===== config.mk =====
export PLATFORM = sky130hd
export DESIGN_NAME = time_display_core
export DESIGN_NICKNAME = d
export VERILOG_FILES = /design/src/rtl/time_pkg.sv /design/src/rtl/time_display_core_bin2bcd6.sv /design/src/rtl/time_display_core.sv
export SDC_FILE = /design/constraint.sdc
export NUM_CORES = 1
export LEC_CHECK = 0
export CAP_MARGIN = 40
export CORE_UTILIZATION = 35
export CTS_BUF_LIST = sky130_fd_sc_hd__clkbuf_4
export DETAILED_ROUTE_END_ITERATION = 8
export SLEW_MARGIN = 20
export SYNTH_ARGS = -nofsm -noshare
export SYNTH_HDL_FRONTEND = slang
export SYNTH_SLANG_ARGS = --single-unit
export TNS_END_PERCENT = 50

===== constraint.sdc =====
create_clock -name clk -period 5.45 [get_ports clk]
set_input_delay 0.545 -clock clk [delete_from_list [all_inputs] [get_ports clk]]
set_output_delay 0.545 -clock clk [all_outputs]
set_load 0.02 [all_outputs]

===== src/rtl/time_pkg.sv =====
`default_nettype none
// time_pkg: limits, digit/segment types and the seven-segment encoder shared by the time display core.
package time_pkg;

   localparam logic [6:0] SEG_BLANK  = 7'h7F;
   localparam logic [5:0] SEC_MAX    = 6'd59;
   localparam logic [5:0] MIN_MAX    = 6'd59;
   localparam logic [4:0] HR_MAX     = 5'd23;
   localparam int         NUM_DIGITS = 6;

   typedef logic [2:0] digit_idx_t;
   typedef logic [3:0] bcd_t;

   // Active-low segments, bit0 = a .. bit6 = g; non-decimal codes blank the digit.
   function automatic logic [6:0] seg_encode(input bcd_t i_bcd);
      logic [6:0] w_seg;
      case (i_bcd)
         4'd0:    w_seg = 7'h40;
         4'd1:    w_seg = 7'h79;
         4'd2:    w_seg = 7'h24;
         4'd3:    w_seg = 7'h30;
         4'd4:    w_seg = 7'h19;
         4'd5:    w_seg = 7'h12;
         4'd6:    w_seg = 7'h02;
         4'd7:    w_seg = 7'h78;
         4'd8:    w_seg = 7'h00;
         4'd9:    w_seg = 7'h10;
         default: w_seg = SEG_BLANK;
      endcase
      return w_seg;
   endfunction

endpackage
`default_nettype wire


===== src/rtl/time_display_core_bin2bcd6.sv =====
`default_nettype none
// bin2bcd6: 6-bit binary (0..63) to tens/ones BCD digits.
module bin2bcd6
   import time_pkg::*;
(
   input  logic [5:0] i_bin,
   output bcd_t       o_tens,
   output bcd_t       o_ones
);

   assign o_tens = 4'(i_bin / 6'd10);
   assign o_ones = 4'(i_bin % 6'd10);

endmodule
`default_nettype wire


===== src/rtl/time_display_core.sv =====
`default_nettype none
// time_display_core: minutes/hours keeping plus a six-digit multiplexed seven-segment scanner.
// Optional macro HOUR12_EN selects 12-hour digits and drives the pm indicator.
module time_display_core
   import time_pkg::*;
#(
   parameter int REFRESH_DIV = 50000
) (
   input  logic       clk,
   input  logic       rstn,
   input  logic [5:0] sec_in,
   input  logic       sec_cout,
   input  logic       set_min,
   input  logic       set_hr,
   output logic [5:0] minutes,
   output logic [4:0] hours,
   output logic [6:0] seg,
   output logic [5:0] an,
   output logic       pm
);

   localparam int            CW       = (REFRESH_DIV > 2) ? $clog2(REFRESH_DIV) : 1;
   localparam logic [CW-1:0] CNT_LAST = CW'(REFRESH_DIV - 1);
   localparam logic [4:0]    HR_MOD   = HR_MAX + 5'd1;

   logic [5:0]    r_min;
   logic [4:0]    r_hr;
   logic [CW-1:0] r_cnt;
   digit_idx_t    r_dig;
   logic [6:0]    r_seg;
   logic [5:0]    r_an;

   logic       w_min_wrap, w_min_step, w_hr_carry;
   logic [5:0] w_min_nxt;
   logic [4:0] w_hr_sum, w_hr_nxt;
   logic [5:0] w_sec_disp;
   logic [4:0] w_hr_disp;
   logic       w_pm;
   bcd_t       w_sec_t, w_sec_o, w_min_t, w_min_o, w_hr_t, w_hr_o, w_bcd;

   // sec_cout absorbs a coincident set_min, but set_hr always adds on top of any carry.
   assign w_min_wrap = (r_min == MIN_MAX);
   assign w_min_step = sec_cout | set_min;
   assign w_hr_carry = sec_cout & w_min_wrap;
   assign w_min_nxt  = !w_min_step ? r_min : (w_min_wrap ? 6'd0 : r_min + 6'd1);
   assign w_hr_sum   = r_hr + {4'd0, w_hr_carry} + {4'd0, set_hr};
   assign w_hr_nxt   = (w_hr_sum > HR_MAX) ? w_hr_sum - HR_MOD : w_hr_sum;

   always_ff @(posedge clk or negedge rstn) begin
      if (!rstn) begin
         r_min <= 6'd0;
         r_hr  <= 5'd0;
      end else begin
         r_min <= w_min_nxt;
         r_hr  <= w_hr_nxt;
      end
   end

   assign w_sec_disp = (sec_in > SEC_MAX) ? 6'd0 : sec_in;

`ifdef HOUR12_EN
   assign w_hr_disp = (r_hr == 5'd0)  ? 5'd12 :
                      (r_hr > 5'd12)  ? r_hr - 5'd12 : r_hr;
   assign w_pm      = (r_hr >= 5'd12);
`else
   assign w_hr_disp = r_hr;
   assign w_pm      = 1'b0;
`endif

   bin2bcd6 u_sec_bcd (.i_bin(w_sec_disp),        .o_tens(w_sec_t), .o_ones(w_sec_o));
   bin2bcd6 u_min_bcd (.i_bin(r_min),             .o_tens(w_min_t), .o_ones(w_min_o));
   bin2bcd6 u_hr_bcd  (.i_bin({1'b0, w_hr_disp}), .o_tens(w_hr_t),  .o_ones(w_hr_o));

   always_comb begin
      w_bcd = 4'hF;
      case (r_dig)
         3'd0:    w_bcd = w_sec_o;
         3'd1:    w_bcd = w_sec_t;
         3'd2:    w_bcd = w_min_o;
         3'd3:    w_bcd = w_min_t;
         3'd4:    w_bcd = w_hr_o;
         3'd5:    w_bcd = w_hr_t;
         default: w_bcd = 4'hF;
      endcase
   end

   // seg/an are registered from the current index, so they trail the index change by one cycle.
   always_ff @(posedge clk or negedge rstn) begin
      if (!rstn) begin
         r_cnt <= '0;
         r_dig <= 3'd0;
         r_seg <= SEG_BLANK;
         r_an  <= 6'h3F;
      end else begin
         if (r_cnt == CNT_LAST) begin
            r_cnt <= '0;
            r_dig <= (r_dig == 3'(NUM_DIGITS - 1)) ? 3'd0 : r_dig + 3'd1;
         end else begin
            r_cnt <= r_cnt + 1'b1;
         end
         r_seg <= seg_encode(w_bcd);
         r_an  <= ~(6'b000001 << r_dig);
      end
   end

   assign minutes = r_min;
   assign hours   = r_hr;
   assign seg     = r_seg;
   assign an      = r_an;
   assign pm      = w_pm;

endmodule
`default_nettype wire

==> results of run 1 <==
-- registers in the layout, indices dropped and copies added (netlist names) --
name     flops
r_dig        3
hours        5
an           6
r_cnt       16
seg          7
minutes      6
-- cells in the mapped netlist, drive strengths merged, types with 8 or more instances --
cell type and instances:
nand3 15, nand3b 8, o21ai 14, nor3 8, dfrtp 30, ha 11
nand2 33, xnor2 9, buf 10, inv 14, and3 12, dfstp 13
a21oi 13, xor2 14, nor2 25
-- cell usage in the layout (no fill, tap or decap), drive strengths merged, types with 4 or more instances in the layout --
master / count
and3: 12
clkdlybuf4s50: 33
dfstp: 13
or2: 6
nand3: 15
xnor2: 9
nand3b: 8
a211oi: 5
or3: 4
xor2: 14
nor3: 8
a21oi: 13
clkbuf: 6
and2: 5
dfrtp: 30
nor2: 25
ha: 11
nand2: 33
o21ai: 14
a31oi: 5
o211a: 6
a21o: 5
inv: 15
o211ai: 7
-- final cells by class --
class                   instances  area (um2)
well taps                     105       131.4
repair buffers                 36       377.9
multi-input cells             253        1719
inverters                      14       52.55
flip-flops and latches         43        1092
clock buffers                   6       45.04
clock inverters                 2       11.26
fillers                       837        4746
-- power by group through the flow --
stage / Clock, mW / Sequential, mW / Combinational (mW)
CTS: 0.163 / 0.474 / 0.448
detailed placement: 0 / 0.479 / 0.444
finish: 0.156 / 0.472 / 0.445
global placement: 0 / 0.479 / 0.434
floorplan: 0 / 0.516 / 0.222
global route: 0.179 / 0.483 / 0.491
-- cells by family (layout without fill, tap and decap cells) --
family	count (synthesis)	after routing	share of synthesized area
muxes	3	3	0.01103
other	1	1	0.001272
buffers and inverters	29	58	0.04667
DFF	43	43	0.3704
xor gates and xnor gates	23	23	0.06831
AOI/OAI and AO/OA	85	85	0.2126
and+or+nand+nor	129	129	0.2363
adders and majority gates	12	12	0.05346
-- worst max-delay path: cells and delay by family, from the launching register on --
| family | cells | cell delay, ns |
|---|---|---|
| and+or+nand+nor | 4 | 1.17 |
| AOI/OAI and AO/OA | 7 | 1.15 |
| DFF | 1 | 0.78 |
| adders and majority gates | 2 | 0.53 |
| xor gates and xnor gates | 1 | 0.26 |
| buffers and inverters | 1 | 0.08 |
-- layer usage --
metal  share of wire  wire, um  vias up  global-route usage
li1                -         -     1241                   -
met1            0.51      3249     1186              0.2265
met2            0.45      2878       49              0.2482
met3           0.035       226        7             0.02751
met4           0.012        78        0             0.03974
met5               0         0        -                   0
-- worst max-delay path by stage --
stage	start	end	slack, ns	cells after the start
floorplan	r_dig[2]	seg[4]	2.05	16
global placement	sec_in[3]	seg[4]	1.33	15
detailed placement	sec_in[5]	seg[4]	1.22	16
CTS	r_dig[1]	seg[4]	1.48	15
global route	r_dig[2]	seg[4]	0.99	15
finish	r_dig[2]	seg[4]	1.43	15
==> metrics.md, run 1 <==
| Metric | Value |
|---|---|
| Run status | `finished, final reports clean` |
| Final setup TNS | `0 ns` |
| Pre-CTS setup slack | `1.223 ns` |
| Hold_ws | `about 0.14 ns` |
| Worst-Margin Slew | `0.7137 ns` |
| Pin count of the biggest net entering global routing | `31` |
| Int Pwr | `0.6540 mW` |
| Initial antenna violation count | `0` |
| Congestion Overflow GR | `0` |
| Starting Density | `0.3607` |
| Main synth FF type | `dfrtp_1` |
| Yosys top cell by area | `dfrtp_1` |
| Crit-path max cell delay | `approximately 0.78 ns` |
| GPL Wtd Cong | `0.8607` |
| TritonCTS Buffers | `5` |
| H-tree Lvls | `2` |
| First-pass GRT wire length | `about 11,000 um` |
| Die ar. | `0.008797 mm2` |
| Sequential share of power | `0.440` |
| Clk sinks | `43` |
| Worst reg-to-reg setup slack | `about 1.4 ns` |
| Yosys top cell area share | `0.2546` |
| Total power | `1.073 mW` |
| Final setup vio count | `0` |
| WL per Instance | `14.02 um` |
| ANT nets after route | `0` |
| Vias | `2,483` |
| IO Port Bufs | `34` |
| Minimum clock period | `4.021 ns` |
| Post-CTS setup buffer count | `0` |
| Layout Cells excl Fill | `459` |
| Die Y | `between 90 and 100 um` |
| Max FO, Critical Path | `21` |
| Max-cap violations | `0` |
| WP data required | `5.74 ns` |
| Final #Nets | `376` |
| CP max stage cell | `dfrtp_1` |
| Ys async rst share | `1.000` |
| Core area | `0.008175 mm2` |
| Worst hold path type | `input pin to async pin` |
| Avg Cell Area, Syn | `9.074 um2` |
| VDD IR max | `240.7 uV` |
| Max clock buf depth | `2` |
| Layout cells sized above 1 | `0.1102` |
| Worst Skew | `0.01728 ns` |
| Unrepaired setup endpoints after global routing | `false` |
| Reg clk slew, reported paths | `0.13 ns` |
| Switching Share | `0.3902` |
| GRT Util Overall | `0.1590` |
| Synth Instances | `325` |
| Post-synthesis sequential area ratio | `0.3704` |
| Hold-fix buffer count after cts | `0` |
| Clk pwr share | `0.146` |
| Slew Limit Fails | `0` |
| Vias in the first global route | `2,287` |
| EDFF count, synth | `0` |
| Final Worst Setup Slack | `1.429 ns` |
| Syn Std Cell Area | `0.002949 mm2` |
| 1st-iter DRT viols | `roughly 120` |
| Post-layout utilization of the core | `0.4195` |
| Warnings from Yosys | `0` |
| Worst Setup Start Kind | `register` |
| Syn Nets | `roughly 350` |
| Rows | `33` |
| Root Driver | `clkbuf_4` |
| Clock latency on the worst-skew pair | `0.35 ns` |
| Rel. slew slack | `0.5213` |
| Placed Area | `0.003358 mm2` |
| CTS tree | `yes` |
| Max frequency | `248.7 MHz` |
| Fin. Hold Viols | `0` |
| Drt via density | `around 5.4` |
| Die X-Extent | `93.79 um` |
| Worst EP arrival | `4.31 ns` |
| Drt drc | `0` |
| Dpl hpwl | `4847 um` |
| Synth-to-Final Area Change | `16.29%` |
| Fin crit share | `0.7378` |
| CP Cell Sequence | `xnor2_1, o211a_1, nor2_1, ha_1, inv_1, o21ai_0, a211oi_1, nand3b_1, ha_1, o21bai_1, o32ai_1, or4_1, and2_1, o211a_1, o21ai_1` |
| Switching pwr | `about 0.42 mW` |
| Cells on worst reg2reg path | `15` |
| WS Path Type | `register to register` |
| First-pass DRT Iterations | `4` |
| Gate power share | `0.415` |
| Final instance area | `0.003430 mm2` |
| Pwr/cell area | `312.7 mW/mm2` |
| Total routed wirelength | `6433 um` |
| Placed Cells | `450` |
| FF-to-FF End | `seg[4]` |
| Start of the worst register-to-register path | `r_dig[2]` |
| Post_cts resized | `0` |
| Number of diodes | `0` |
| Yosys reg bits | `43` |
| Synth cell types | `66` |
| P_leak | `between 1 and 1.5 nW` |
| Io pins | `36` |
| Crit end category | `register` |
| Top post-synthesis cells by area | `dfrtp_1 25%, dfstp_2 12%, ha_1 4.7%` |
Power figures use the tool's default switching activity.
==> inputs of run 2 (changes only) <==
==> constraint.sdc (replaced) <==
create_clock -name clk -period 3.9 [get_ports clk]
set_input_delay 0.39 -clock clk [delete_from_list [all_inputs] [get_ports clk]]
set_output_delay 0.39 -clock clk [all_outputs]
set_load 0.02 [all_outputs]
==> metrics.md, run 2 (same netlist as run 1, synthesis figures left out) <==
| Metric | Value |
|---|---|
| Run status | `finished, final reports clean` |
| WP data required | `4.19 ns` |
| Fin crit share | `0.9210` |
| Root Driver | `clkbuf_4` |
| Clk sinks | `43` |
| WS Path Type | `register to register` |
| Starting Density | `0.3607` |
| FILL cells | `812` |
| Layout cells sized above 1 | `0.1463` |
| Final setup vio count | `0` |
| Fin. Hold Viols | `0` |
| GRT Util Overall | `0.1564` |
| Gate power share | `0.434` |
| First-pass GRT wire length | `10,910 um` |
| Max FO, Critical Path | `9` |
| CTS tree | `yes` |
| Post-CTS setup buffer count | `0` |
| Placed Cells | `465` |
| Sequential share of power | `0.424` |
| Max reg flops | `16` |
| Max clock buf depth | `2` |
| Int Pwr | `0.9238 mW` |
| Initial antenna violation count | `0` |
| VDD IR max | `370.7 uV` |
| IO Port Bufs | `34` |
| Total routed wirelength | `6452 um` |
| Worst Setup Start Kind | `register` |
| Hold_ws | `0.4608 ns` |
| Area of the multi-input gates | `0.001730 mm2` |
| Clk pwr share | `0.142` |
| Rows | `33` |
| GPL Wtd Cong | `0.8740` |
| Final setup TNS | `0 ns` |
| First-pass DRT Iterations | `4` |
| Worst EP arrival | `3.88 ns` |
| Max frequency | `278.4 MHz` |
| Dpl hpwl | `4966 um` |
| Vias | `approximately 2,500` |
| Vias in the first global route | `2,332` |
| Switching Share | `0.3908` |
| Reg with most FFs | `r_cnt` |
| Die Y | `93.79 um` |
| Pin count of the biggest net entering global routing | `28` |
| Worst hold path type | `register to register` |
| WL per Instance | `13.61 um` |
| FF+latch area | `0.001092 mm2` |
| Reg clk slew, reported paths | `0.13 ns` |
| Io pins | `36` |
| Worst Skew | `0.007317 ns` |
| Most frequent cells in the layout | `33 x nand2_1, 33 x clkdlybuf4s50_1, 30 x dfrtp_1` |
| Slew Limit Fails | `0` |
| Synth-to-Final Area Change | `20.03%` |
| Die ar. | `~0.0088 mm2` |
| Core area | `a little over 0.008 mm2` |
| Final #Nets | `391` |
| Unrepaired setup endpoints after global routing | `false` |
| Crit end category | `register` |
| Switching pwr | `0.5926 mW` |
| 1st-iter DRT viols | `138` |
| Drt drc | `0` |
| Pwr/cell area | `about 430 mW/mm2` |
| Minimum clock period | `3.592 ns` |
| Number of diodes | `0` |
| TritonCTS Buffers | `5` |
| Drt via density | `5.359` |
| Congestion Overflow GR | `0` |
| Layout Cells excl Fill | `474` |
| Max-cap violations | `0` |
| P_leak | `1.542 nW` |
| ANT nets after route | `0` |
| Clock latency on the worst-skew pair | `0.35 ns` |
| Die X-Extent | `93.79 um` |
| H-tree Lvls | `2` |
run 2: critical path, cell delays in order, from the launching register on:
cell	delay, ns
dfrtp_1	0.50
xnor2_1	0.38
o211a_1	0.21
nor2_1	0.06
ha_1	0.35
inv_1	0.08
o21ai_0	0.07
a211oi_1	0.21
nand3b_1	0.17
ha_1	0.21
o21bai_1	0.12
o32ai_1	0.11
or4_1	0.54
and2_1	0.21
o211a_1	0.21
o21ai_1	0.11
run 2: final timing paths:
path	from	end	slack, ns	cells past startpoint
min in group asynchronous	rstn	r_cnt[10]	0.47	2
worst min register to register	r_cnt[0]	r_cnt[0]	0.46	1
worst max-delay path	r_dig[2]	seg[4]	0.31	15
worst max register to register	r_dig[2]	seg[4]	0.31	15
worst min-delay path	r_cnt[0]	r_cnt[0]	0.46	1
max in group asynchronous	rstn	an[2]	2.89	3
run 2: repair_timing:
action / CTS / global route
endpoints found under the setup margin: 0 / 7
gates resized for setup: 0 / 2
hold buffers: 1 / 0
endpoints found under the hold margin: 4 / 0
run 2: routing by layer:
layer | share of wire | up-vias | GRT usage | wire length, um
li1 | - | 1272 | - | -
met1 | 0.49 | 1199 | 0.2141 | 3142
met2 | 0.45 | 63 | 0.2439 | 2902
met3 | 0.048 | 6 | 0.03236 | 312
met4 | 0.015 | 0 | 0.05256 | 94
met5 | 0 | - | 0 | 0
run 2: area by class of cell:
cell class                      count  area share
Clock inverter                      3    0.004949
Sequential cell                    43      0.3086
Timing Repair Buffer               51      0.1350
Inverter                           14     0.01485
Tap cell                          105     0.03712
Multi-Input combinational cell    253      0.4889
Clock buffer                        5     0.01060
run 2: per-stage QoR:
step | util | instance area (um2) | power, mW | setup slack, ns
after detailed placement | 0.4236 | 3463 | 1.312 | 0.08211
after global placement | 0.4212 | 3443 | 1.303 | 0.1929
final | 0.4330 | 3540 | 1.516 | 0.3079
after global routing | 0.4330 | 3540 | 1.626 | 0.02082
after CTS | 0.4316 | 3528 | 1.531 | 0.1979
after floorplan | - | 2949 | 1.031 | 0.5015
run 2: power groups by stage:
stage	Clock [mW]	Sequential [mW]	Combinational, mW
after global routing	0.245	0.654	0.727
after CTS	0.222	0.645	0.664
after floorplan	0	0.721	0.310
after global placement	0	0.656	0.647
final	0.215	0.644	0.658
after detailed placement	0	0.653	0.659
